`src/rtl/dmem_align_pkg.sv`:
```
// Shared types and helpers for the data-memory alignment unit.
package dmem_align_pkg;

  typedef enum logic [2:0] {
    ST_IDLE = 3'd0,
    ST_REQ0 = 3'd1,
    ST_RSP0 = 3'd2,
    ST_REQ1 = 3'd3,
    ST_RSP1 = 3'd4
  } state_t;

  typedef enum logic [1:0] {
    SZ_B = 2'd0,
    SZ_H = 2'd1,
    SZ_W = 2'd2
  } size_t;

  // Requester encodes access size as a lane mask; anything unusual is a word.
  function automatic size_t size_from_wmask(input logic [31:0] wmask);
    size_t sz;
    if (wmask == 32'h0000_00ff) begin
      sz = SZ_B;
    end else if (wmask == 32'h0000_ffff) begin
      sz = SZ_H;
    end else begin
      sz = SZ_W;
    end
    return sz;
  endfunction

  // Byte-enable pattern of an LSB-aligned access of the given size.
  function automatic logic [3:0] byte_mask(input size_t sz);
    logic [3:0] bm;
    case (sz)
      SZ_B:    bm = 4'b0001;
      SZ_H:    bm = 4'b0011;
      default: bm = 4'b1111;
    endcase
    return bm;
  endfunction

endpackage

```
`src/rtl/dmem_lane_shifter.sv`:
```
// Combinational lane logic: store strobe/data placement over two words and
// load realignment of a two-word window down to the request byte.
module dmem_lane_shifter
  import dmem_align_pkg::*;
(
  input  logic        wen,
  input  logic [1:0]  off,
  input  size_t       size,
  input  logic [31:0] wdata,
  input  logic [31:0] r0,
  input  logic [31:0] r1,
  output logic [3:0]  strb0,
  output logic [3:0]  strb1,
  output logic [31:0] wdata0,
  output logic [31:0] wdata1,
  output logic        need_beat1,
  output logic [31:0] rdata
);

  logic [3:0]  bm;
  logic [7:0]  s8;
  logic [31:0] wdata_m;
  logic [63:0] d64;
  logic [63:0] merged;

  // Place strobes/data across the two-word window and shift load data down.
  always_comb begin
    bm = byte_mask(size);
    if (wen) begin
      s8 = {4'b0000, bm} << off;
    end else begin
      s8 = 8'h0f << off;
    end
    // Lanes outside the access size are zeroed so unselected lanes stay 0.
    wdata_m    = wdata & {{8{bm[3]}}, {8{bm[2]}}, {8{bm[1]}}, {8{bm[0]}}};
    d64        = {32'h0000_0000, wdata_m} << {off, 3'b000};
    merged     = {r1, r0} >> {off, 3'b000};
    strb0      = s8[3:0];
    strb1      = s8[7:4];
    wdata0     = d64[31:0];
    wdata1     = d64[63:32];
    need_beat1 = (s8[7:4] != 4'b0000);
    rdata      = merged[31:0];
  end

endmodule

```
`src/rtl/dmem_align_unit.sv`:
```
// Converts byte-addressed variable-size requests into word-aligned bus beats,
// splitting boundary-crossing accesses and realigning load data.
module dmem_align_unit
  import dmem_align_pkg::*;
#(
  parameter int ADDR_W   = 32,
  parameter bit SPLIT_EN = 1'b1
) (
  input  logic              clk,
  input  logic              rst_n,
  input  logic              up_valid,
  output logic              up_ready,
  input  logic              up_wen,
  input  logic [ADDR_W-1:0] up_addr,
  input  logic [31:0]       up_wdata,
  input  logic [31:0]       up_wmask,
  input  logic              up_kill,
  output logic              up_rvalid,
  output logic [31:0]       up_rdata,
  output logic              mem_valid,
  input  logic              mem_ready,
  output logic              mem_wen,
  output logic [ADDR_W-1:0] mem_addr,
  output logic [31:0]       mem_wdata,
  output logic [3:0]        mem_wstrb,
  input  logic              mem_rvalid,
  input  logic [31:0]       mem_rdata,
  output logic              misalign_err
);

  state_t            state;
  logic              req_wen;
  logic [ADDR_W-1:0] req_addr;
  logic [31:0]       req_wdata;
  size_t             req_size;
  logic              kill;
  logic [31:0]       buf0;

  logic              sh_wen;
  logic [1:0]        sh_off;
  size_t             sh_size;
  logic [31:0]       sh_wdata;
  logic [31:0]       sh_r0;
  logic [31:0]       sh_r1;
  logic [3:0]        strb0;
  logic [3:0]        strb1;
  logic [31:0]       wdata0;
  logic [31:0]       wdata1;
  logic              need_beat1;
  logic              do_beat1;
  logic              load_done;

  // While idle the shifter looks at the incoming request so beat0 can be
  // registered on accept; afterwards it works on the latched request.
  always_comb begin
    if (state == ST_IDLE) begin
      sh_wen   = up_wen;
      sh_off   = up_addr[1:0];
      sh_size  = size_from_wmask(up_wmask);
      sh_wdata = up_wdata;
    end else begin
      sh_wen   = req_wen;
      sh_off   = req_addr[1:0];
      sh_size  = req_size;
      sh_wdata = req_wdata;
    end
  end

  // Load window: in RSP1 buf0 holds the low word; otherwise the beat is final
  // on its own and the upper word reads as zero (aligned or truncated).
  always_comb begin
    if (state == ST_RSP1) begin
      sh_r0 = buf0;
      sh_r1 = mem_rdata;
    end else begin
      sh_r0 = mem_rdata;
      sh_r1 = 32'h0000_0000;
    end
  end

  dmem_lane_shifter u_shifter (
    .wen        (sh_wen),
    .off        (sh_off),
    .size       (sh_size),
    .wdata      (sh_wdata),
    .r0         (sh_r0),
    .r1         (sh_r1),
    .strb0      (strb0),
    .strb1      (strb1),
    .wdata0     (wdata0),
    .wdata1     (wdata1),
    .need_beat1 (need_beat1),
    .rdata      (up_rdata)
  );

  assign do_beat1  = need_beat1 && SPLIT_EN;
  assign up_ready  = (state == ST_IDLE);
  assign load_done = !req_wen && mem_rvalid &&
                     (((state == ST_RSP0) && !do_beat1) || (state == ST_RSP1));
  // A kill raised in the completion cycle itself still drops the response.
  assign up_rvalid = load_done && !kill && !up_kill;
  assign misalign_err = need_beat1 && !SPLIT_EN &&
                        (((state == ST_REQ0) && req_wen && mem_ready) ||
                         ((state == ST_RSP0) && !req_wen && mem_rvalid));

  // Transaction FSM with registered bus payload.
  always_ff @(posedge clk or negedge rst_n) begin
    if (!rst_n) begin
      state     <= ST_IDLE;
      req_wen   <= 1'b0;
      req_addr  <= '0;
      req_wdata <= 32'h0000_0000;
      req_size  <= SZ_W;
      kill      <= 1'b0;
      buf0      <= 32'h0000_0000;
      mem_valid <= 1'b0;
      mem_wen   <= 1'b0;
      mem_addr  <= '0;
      mem_wstrb <= 4'h0;
      mem_wdata <= 32'h0000_0000;
    end else begin
      if ((state != ST_IDLE) && !req_wen && up_kill) begin
        kill <= 1'b1;
      end
      case (state)
        ST_IDLE: begin
          if (up_valid) begin
            req_wen   <= up_wen;
            req_addr  <= up_addr;
            req_wdata <= up_wdata;
            req_size  <= sh_size;
            kill      <= up_kill && !up_wen;
            mem_valid <= 1'b1;
            mem_wen   <= up_wen;
            mem_addr  <= {up_addr[ADDR_W-1:2], 2'b00};
            mem_wstrb <= up_wen ? strb0 : 4'hf;
            mem_wdata <= up_wen ? wdata0 : 32'h0000_0000;
            state     <= ST_REQ0;
          end
        end
        ST_REQ0: begin
          if (mem_ready) begin
            if (req_wen && do_beat1) begin
              mem_addr  <= {req_addr[ADDR_W-1:2], 2'b00} + ADDR_W'(4);
              mem_wstrb <= strb1;
              mem_wdata <= wdata1;
              state     <= ST_REQ1;
            end else if (req_wen) begin
              mem_valid <= 1'b0;
              state     <= ST_IDLE;
            end else begin
              mem_valid <= 1'b0;
              state     <= ST_RSP0;
            end
          end
        end
        ST_RSP0: begin
          if (mem_rvalid) begin
            buf0 <= mem_rdata;
            if (do_beat1) begin
              mem_valid <= 1'b1;
              mem_addr  <= {req_addr[ADDR_W-1:2], 2'b00} + ADDR_W'(4);
              mem_wstrb <= 4'hf;
              mem_wdata <= 32'h0000_0000;
              state     <= ST_REQ1;
            end else begin
              kill  <= 1'b0;
              state <= ST_IDLE;
            end
          end
        end
        ST_REQ1: begin
          if (mem_ready) begin
            mem_valid <= 1'b0;
            state     <= req_wen ? ST_IDLE : ST_RSP1;
          end
        end
        ST_RSP1: begin
          if (mem_rvalid) begin
            kill  <= 1'b0;
            state <= ST_IDLE;
          end
        end
        default: begin
          mem_valid <= 1'b0;
          kill      <= 1'b0;
          state     <= ST_IDLE;
        end
      endcase
    end
  end

endmodule

```
`config.mk`:
```
export PLATFORM = sky130hd
export DESIGN_NAME = dmem_align_unit
export DESIGN_NICKNAME = d
export VERILOG_FILES = /design/src/rtl/dmem_align_pkg.sv /design/src/rtl/dmem_lane_shifter.sv /design/src/rtl/dmem_align_unit.sv
export SDC_FILE = /design/constraint.sdc
export NUM_CORES = 1
export LEC_CHECK = 0
export CORE_MARGIN = 3
export CORE_UTILIZATION = 51
export CTS_CLUSTER_DIAMETER = 100
export DETAILED_ROUTE_END_ITERATION = 10
export PLACE_DENSITY_LB_ADDON = 0.08
export SLEW_MARGIN = 25
export SYNTH_ARGS = -nofsm -noshare
export SYNTH_HDL_FRONTEND = slang
export SYNTH_SLANG_ARGS = --single-unit
```
`constraint.sdc`:
```
create_clock -name clk -period 5 [get_ports clk]
set_clock_uncertainty 0.15 [all_clocks]
set_input_delay 1 -clock clk [delete_from_list [all_inputs] [get_ports clk]]
set_output_delay 1 -clock clk [all_outputs]
set_load 0.02 [all_outputs]
```
# ---- After elaboration in Yosys (flattened, before gate mapping)
# Cells that the tools add are included.
dict set report word_totals {
  latchBits 0
  output_inout_bits 105
  n_memories 0
  reg_bits 172
  mem_bits_ro 0
  word_cells 112
  ram_bits 0
}
dict set report op_classes {
  shift 4
  mux 53
  n_div 0
  multipliers 0
  addsub 1
  reduce_logical 26
  bitwise_logic 2
  order_cmp 0
  n_eq_ne 15
}
# operator n
set op_table {}
lappend op_table {{32-bit two-way mux} 14}
lappend op_table {{32-bit one-hot mux with 3 select lines} 2}
lappend op_table {{32-bit by 5-bit << shifter with 64-bit output} 1}
lappend op_table {{64-bit by 5-bit >> shifter with 32-bit output} 1}
lappend op_table {{32-bit by 3-bit adder with 32-bit output, second input constant} 1}
lappend op_table {{32-bit bitwise AND} 1}
lappend op_table {{32-bit by 16-bit equality test with 1-bit output, second input constant} 1}
lappend op_table {{32-bit by 8-bit equality test with 1-bit output, second input constant} 1}
lappend op_table {{4-bit two-way mux} 6}
lappend op_table {{3-bit two-way mux} 6}
lappend op_table {{3-bit one-hot mux with 5 select lines} 1}
lappend op_table {{2-bit two-way mux} 7}
lappend op_table {{2-bit != test, second input constant} 7}
lappend op_table {{1-bit two-way mux} 12}
lappend op_table {{4-bit one-hot mux with 3 select lines} 1}
lappend op_table {{1-bit logical AND} 9}
lappend op_table {{8-bit two-way mux} 1}
lappend op_table {{4-bit one-hot mux with 2 select lines} 1}
lappend op_table {{4-bit by 2-bit << shifter with 8-bit output} 1}
lappend op_table {{4-bit by 2-bit << shifter with 8-bit output, first input constant} 1}
lappend op_table {{7-bit AND reduction} 1}
lappend op_table {{3-bit by 2-bit equality test with 1-bit output, second input constant} 2}
lappend op_table {{6-bit AND reduction} 1}
lappend op_table {{3-bit nonzero test} 2}
lappend op_table {{15 further kinds} 20}

# ---- Longest topological paths before layout
dict set report logic_depth {
  depth_word 15
  ltp_mapped 13
  mapped_depth_nobuf 8
}

# ---- Hierarchy
# Synthesis repeated with hierarchy kept, for this count alone.
dict set report hier_totals {
  hier_cells 1174
  hier_area_um2 10537.6
}
# mod cells_per_inst n_inst area_each_um2
set modules_own_cells {}
lappend modules_own_cells {dmem_align_unit 985 1 8774.7}
lappend modules_own_cells {dmem_lane_shifter 189 1 1762.9}

# ---- Least setup slack after synthesis
# No wires, ideal clock.
dict set report synth_path {
  path_type {register to output}
  startpoint {register state[2]}
  endpoint {output up_rdata[11]}
  setup_slack_ns 0.765
  arrival_ns 3.085
  stages_incl_launch_ff 14
  path_buffers 6
  path_cell_list {dfrtp_1 buf_6 or3_1 buf_6 inv_1 buf_2 mux2i_1 clkbuf_1 clkbuf_1 buf_1 nand2_1 nand3_1 a21oi_1 a21oi_1}
}
dict set report synth_between {
  elab_chain_cells 3
}
# item line_no
set synth_rtl {}
lappend synth_rtl {{start, declared} dmem_align_unit.sv:31} ;# state_t state;
lappend synth_rtl {{start signal, assigned} dmem_align_unit.sv:175} ;# state <= req_wen ? ST_IDLE : ST_RSP1;
lappend synth_rtl {{3-bit equality test or 3-bit logical NOT (tied branches)} {dmem_align_unit.sv:72, dmem_align_unit.sv:56}}
lappend synth_rtl {{32-bit two-way mux or 2-bit two-way mux (tied branches)} {dmem_align_unit.sv:72, dmem_align_unit.sv:56}}
lappend synth_rtl {{64-bit by 5-bit >> shifter with 32-bit output (*)} dmem_lane_shifter.sv:37} ;# merged = {r1, r0} >> {off, 3'b000};
lappend synth_rtl {{end, declared} dmem_align_unit.sv:19} ;# output logic [31:0] up_rdata,
# Mark *: on every way between the ends. The rest lies on a longest branch, timed or not.

# ---- Worst setup path in the final report
dict set report layout_path {
  startpoint {register state[1]}
  endpoint {output up_rdata[4]}
}
# Same word-level chain as after synthesis.

==> metrics.cfg <==
[floorplan]
core_area_mm2=0.0195
start_util_pct=52.1
row_count=51
chipWidth_um=147
die-area_mm2=0.0217
ios=240
die_h_um=147

[hold_path]
worstHoldPathType=register to register

[clock_network]
htreeDepth=4
cts-resized-gates=0
cts_num_sinks=170
cts_root_buf=clkbuf_16
cts.hold.buffers_added=0
numCtsBuffers=17
cts_buffer_depth=2
cts_tree=done
clkTransAtPathRegs_ns=0.06
clk_latency_ns=0.43
cts_setup_buffers=0

[setup_path]
r2r_slack_ns=1.16
critPathLaunchType=register
critPathCapture=up_rdata[4]
critPathKind=register to primary output
worst-path-max-fanout=17
r2r_cells=10
reg2reg_to=mem_wdata[18]$_DFFE_PN0P_
endpoint_kind=primary output
cp-startpoint=state[1]$_DFFE_PN0P_
required_ns=3.85
worstPathArrival_ns=3.50
reg2reg_from=state[1]$_DFFE_PN0P_

[timing]
rsz0062_at_grt=no
slew_headroom_pct=43.5
setup_slack_ns=0.348
setup_viol=0
post-route-period-util_pct=93.0
tns_ns=0
slew_violations=0
timing.fmax_ghz=0.215
min_period_ns=4.65
hold_viol=0
tightest_slew_ns=0.844

[routing]
vias=9285
met1_length_um=12200
met3WireLength_um=2260
viasPerCell=5.66
remaining_drc_errors=0
avgRoutedWirePerCell_um=17.4
postRouteAntennaNets=0
wl_met2_um=13400
top_layer=met5
drt_iter0_markers=760
routed_wl_um=28500
drtPass1Iterations=5

[layout]
design_area_mm2=0.0134
syn_to_final_growth_pct=32.0
drive_gt1_share_pct=13.2
utilization_pct=68.8
antennaDiodeCount=0
fin_nets=1499

[global_routing]
grt_start_max_net_pins=81
antenna_found_initial=1
overflow=0
grt_util_all_layers_pct=26.3
grt_pass1_vias=8968
grt_pass1_wl_um=46400

[outcome]
status=completed

[placed_design]
post-dp-hpwl_um=20600
dpl_cell_area_mm2=0.0128
place_ws_ns=0.108
portBuffers=236
globalplace.congestion=0.892

[synthesis]
synth_edf_count=0
yosys.area.top_type=dfrtp_1
yosys_warnings=0
ys_ff_latch=170
yosysMostFrequentCell=nand2_1
synth-main-ff-cell=dfrtp_1
yosys.area.top_type_share_pct=41.6
yosysUniqueCellTypes=59
syn_inst=1153
seq_area_frac_synth_pct=41.8
synth.avg_cell_area_um2=8.82
synthTopCellsByArea=dfrtp_1 (42%), nand2_1 (13%), mux2_2 (9.3%), mux2i_1 (7.0%), o21ai_0 (2.7%)
synthArstFlopShare_pct=100
ys_top_cells_by_count=nand2_1 (344), dfrtp_1 (169), mux2_2 (84)
syn-cell-area_mm2=0.0102

[power]
ir_drop_mv=0.443
p_per_area_mw_per_mm2=701
totalPowerFinal_mw=9.41
p_leak_nw=5.96

[flow_run]
drv_cap=0

[cells in the final DEF (no fill, tap or decap), types with 14 or more instances in the layout]
cell type        synthesis  routed
o21ai_0                 55      55
o22a_1                  14      14
clkdlybuf4s50_1          0     234
nor2_1                  36      35
dfrtp_1                169     169
inv_1                   19      19
a21oi_1                 35      35
o22ai_1                 31      31
xor2_1                  17      17
mux2_2                  84      84
nand3_1                 39      39
buf_4                    8      32
clkbuf_16                0      17
and3_1                  16      16
mux2i_1                 71      69
nand2_1                344     343
[how the worst min path moves through the flow]
stage | cells past startpoint | start | slack, ns | to
global placement | 2 | req_wdata[29]$_DFFE_PN0P_ | 0.31 | req_wdata[29]$_DFFE_PN0P_
CTS | 2 | req_wdata[28]$_DFFE_PN0P_ | 0.33 | req_wdata[28]$_DFFE_PN0P_
detailed placement | 2 | req_wdata[28]$_DFFE_PN0P_ | 0.31 | req_wdata[28]$_DFFE_PN0P_
global route | 2 | req_wdata[28]$_DFFE_PN0P_ | 0.34 | req_wdata[28]$_DFFE_PN0P_
finish | 2 | req_wdata[3]$_DFFE_PN0P_ | 0.32 | req_wdata[3]$_DFFE_PN0P_
floorplan | 2 | req_wdata[10]$_DFFE_PN0P_ | 0.29 | req_wdata[10]$_DFFE_PN0P_
[layer usage]
| metal | vias to the layer above | global-route usage [%] |
|---|---|---|
| met5 | - | 0 |
| met2 | 361 | 42.5 |
| li1 | 4427 | - |
| met1 | 4447 | 35.5 |
| met4 | 2 | 7.13 |
| met3 | 48 | 6.60 |
[critical path, stage by stage (launching register included)]
cell and delay [ns]:
dfrtp_1 0.36, buf_4 0.19, or3_1 0.34, inv_1 0.23
mux2i_4 0.51, buf_4 0.34, mux2i_1 0.26, and2_1 0.15
a31o_2 0.10, clkdlybuf4s50_1 0.59
[logic make-up (layout without fill, tap and decap cells)]
family / after synthesis / in the layout / synth area share (%)
compound gates: 183 / 183 / 11.5
xor+xnor: 29 / 29 / 2.50
fa+ha+maj: 1 / 1 / 0.123
buf+inv: 100 / 321 / 4.58
flops: 170 / 170 / 41.8
mux: 166 / 166 / 17.9
other cells: 1 / 3 / 0.0369
simple gates: 503 / 503 / 21.5
[layout make-up]
cell class / instances / area [um2]
Fill cell: 1602 / 6100
Inverter: 19 / 71.3
Timing Repair Buffer: 270 / 2650
Multi-Input combinational cell: 885 / 5500
Clock inverter: 13 / 181
Sequential cell: 170 / 4260
Tap cell: 265 / 332
Clock buffer: 19 / 443
[where the power goes]
group | internal [mW] | switching (mW) | total (mW) | leakage, nW
Sequential | 2.03 | 0.427 | 2.46 | 2.12
Combinational | 2.48 | 3.06 | 5.55 | 3.53
Clock | 0.817 | 0.592 | 1.41 | 0.303
[flip-flops by register name, summed over array words and instances (netlist names)]
name,count
mem_valid,1
mem_addr,30
req_size,2
req_wdata,32
mem_wdata,32
mem_wstrb,4
kill,1
state,3
req_addr,32
buf0,32
req_wen,1
[per-stage QoR]
stage	std cells	hold slack, ns
global route	1641	0.342
global placement	1609	0.306
detailed placement	1609	0.311
CTS	1641	0.328
floorplan	1155	0.295
finish	1641	0.324
Note: power is estimated with default switching activity, not from simulation.
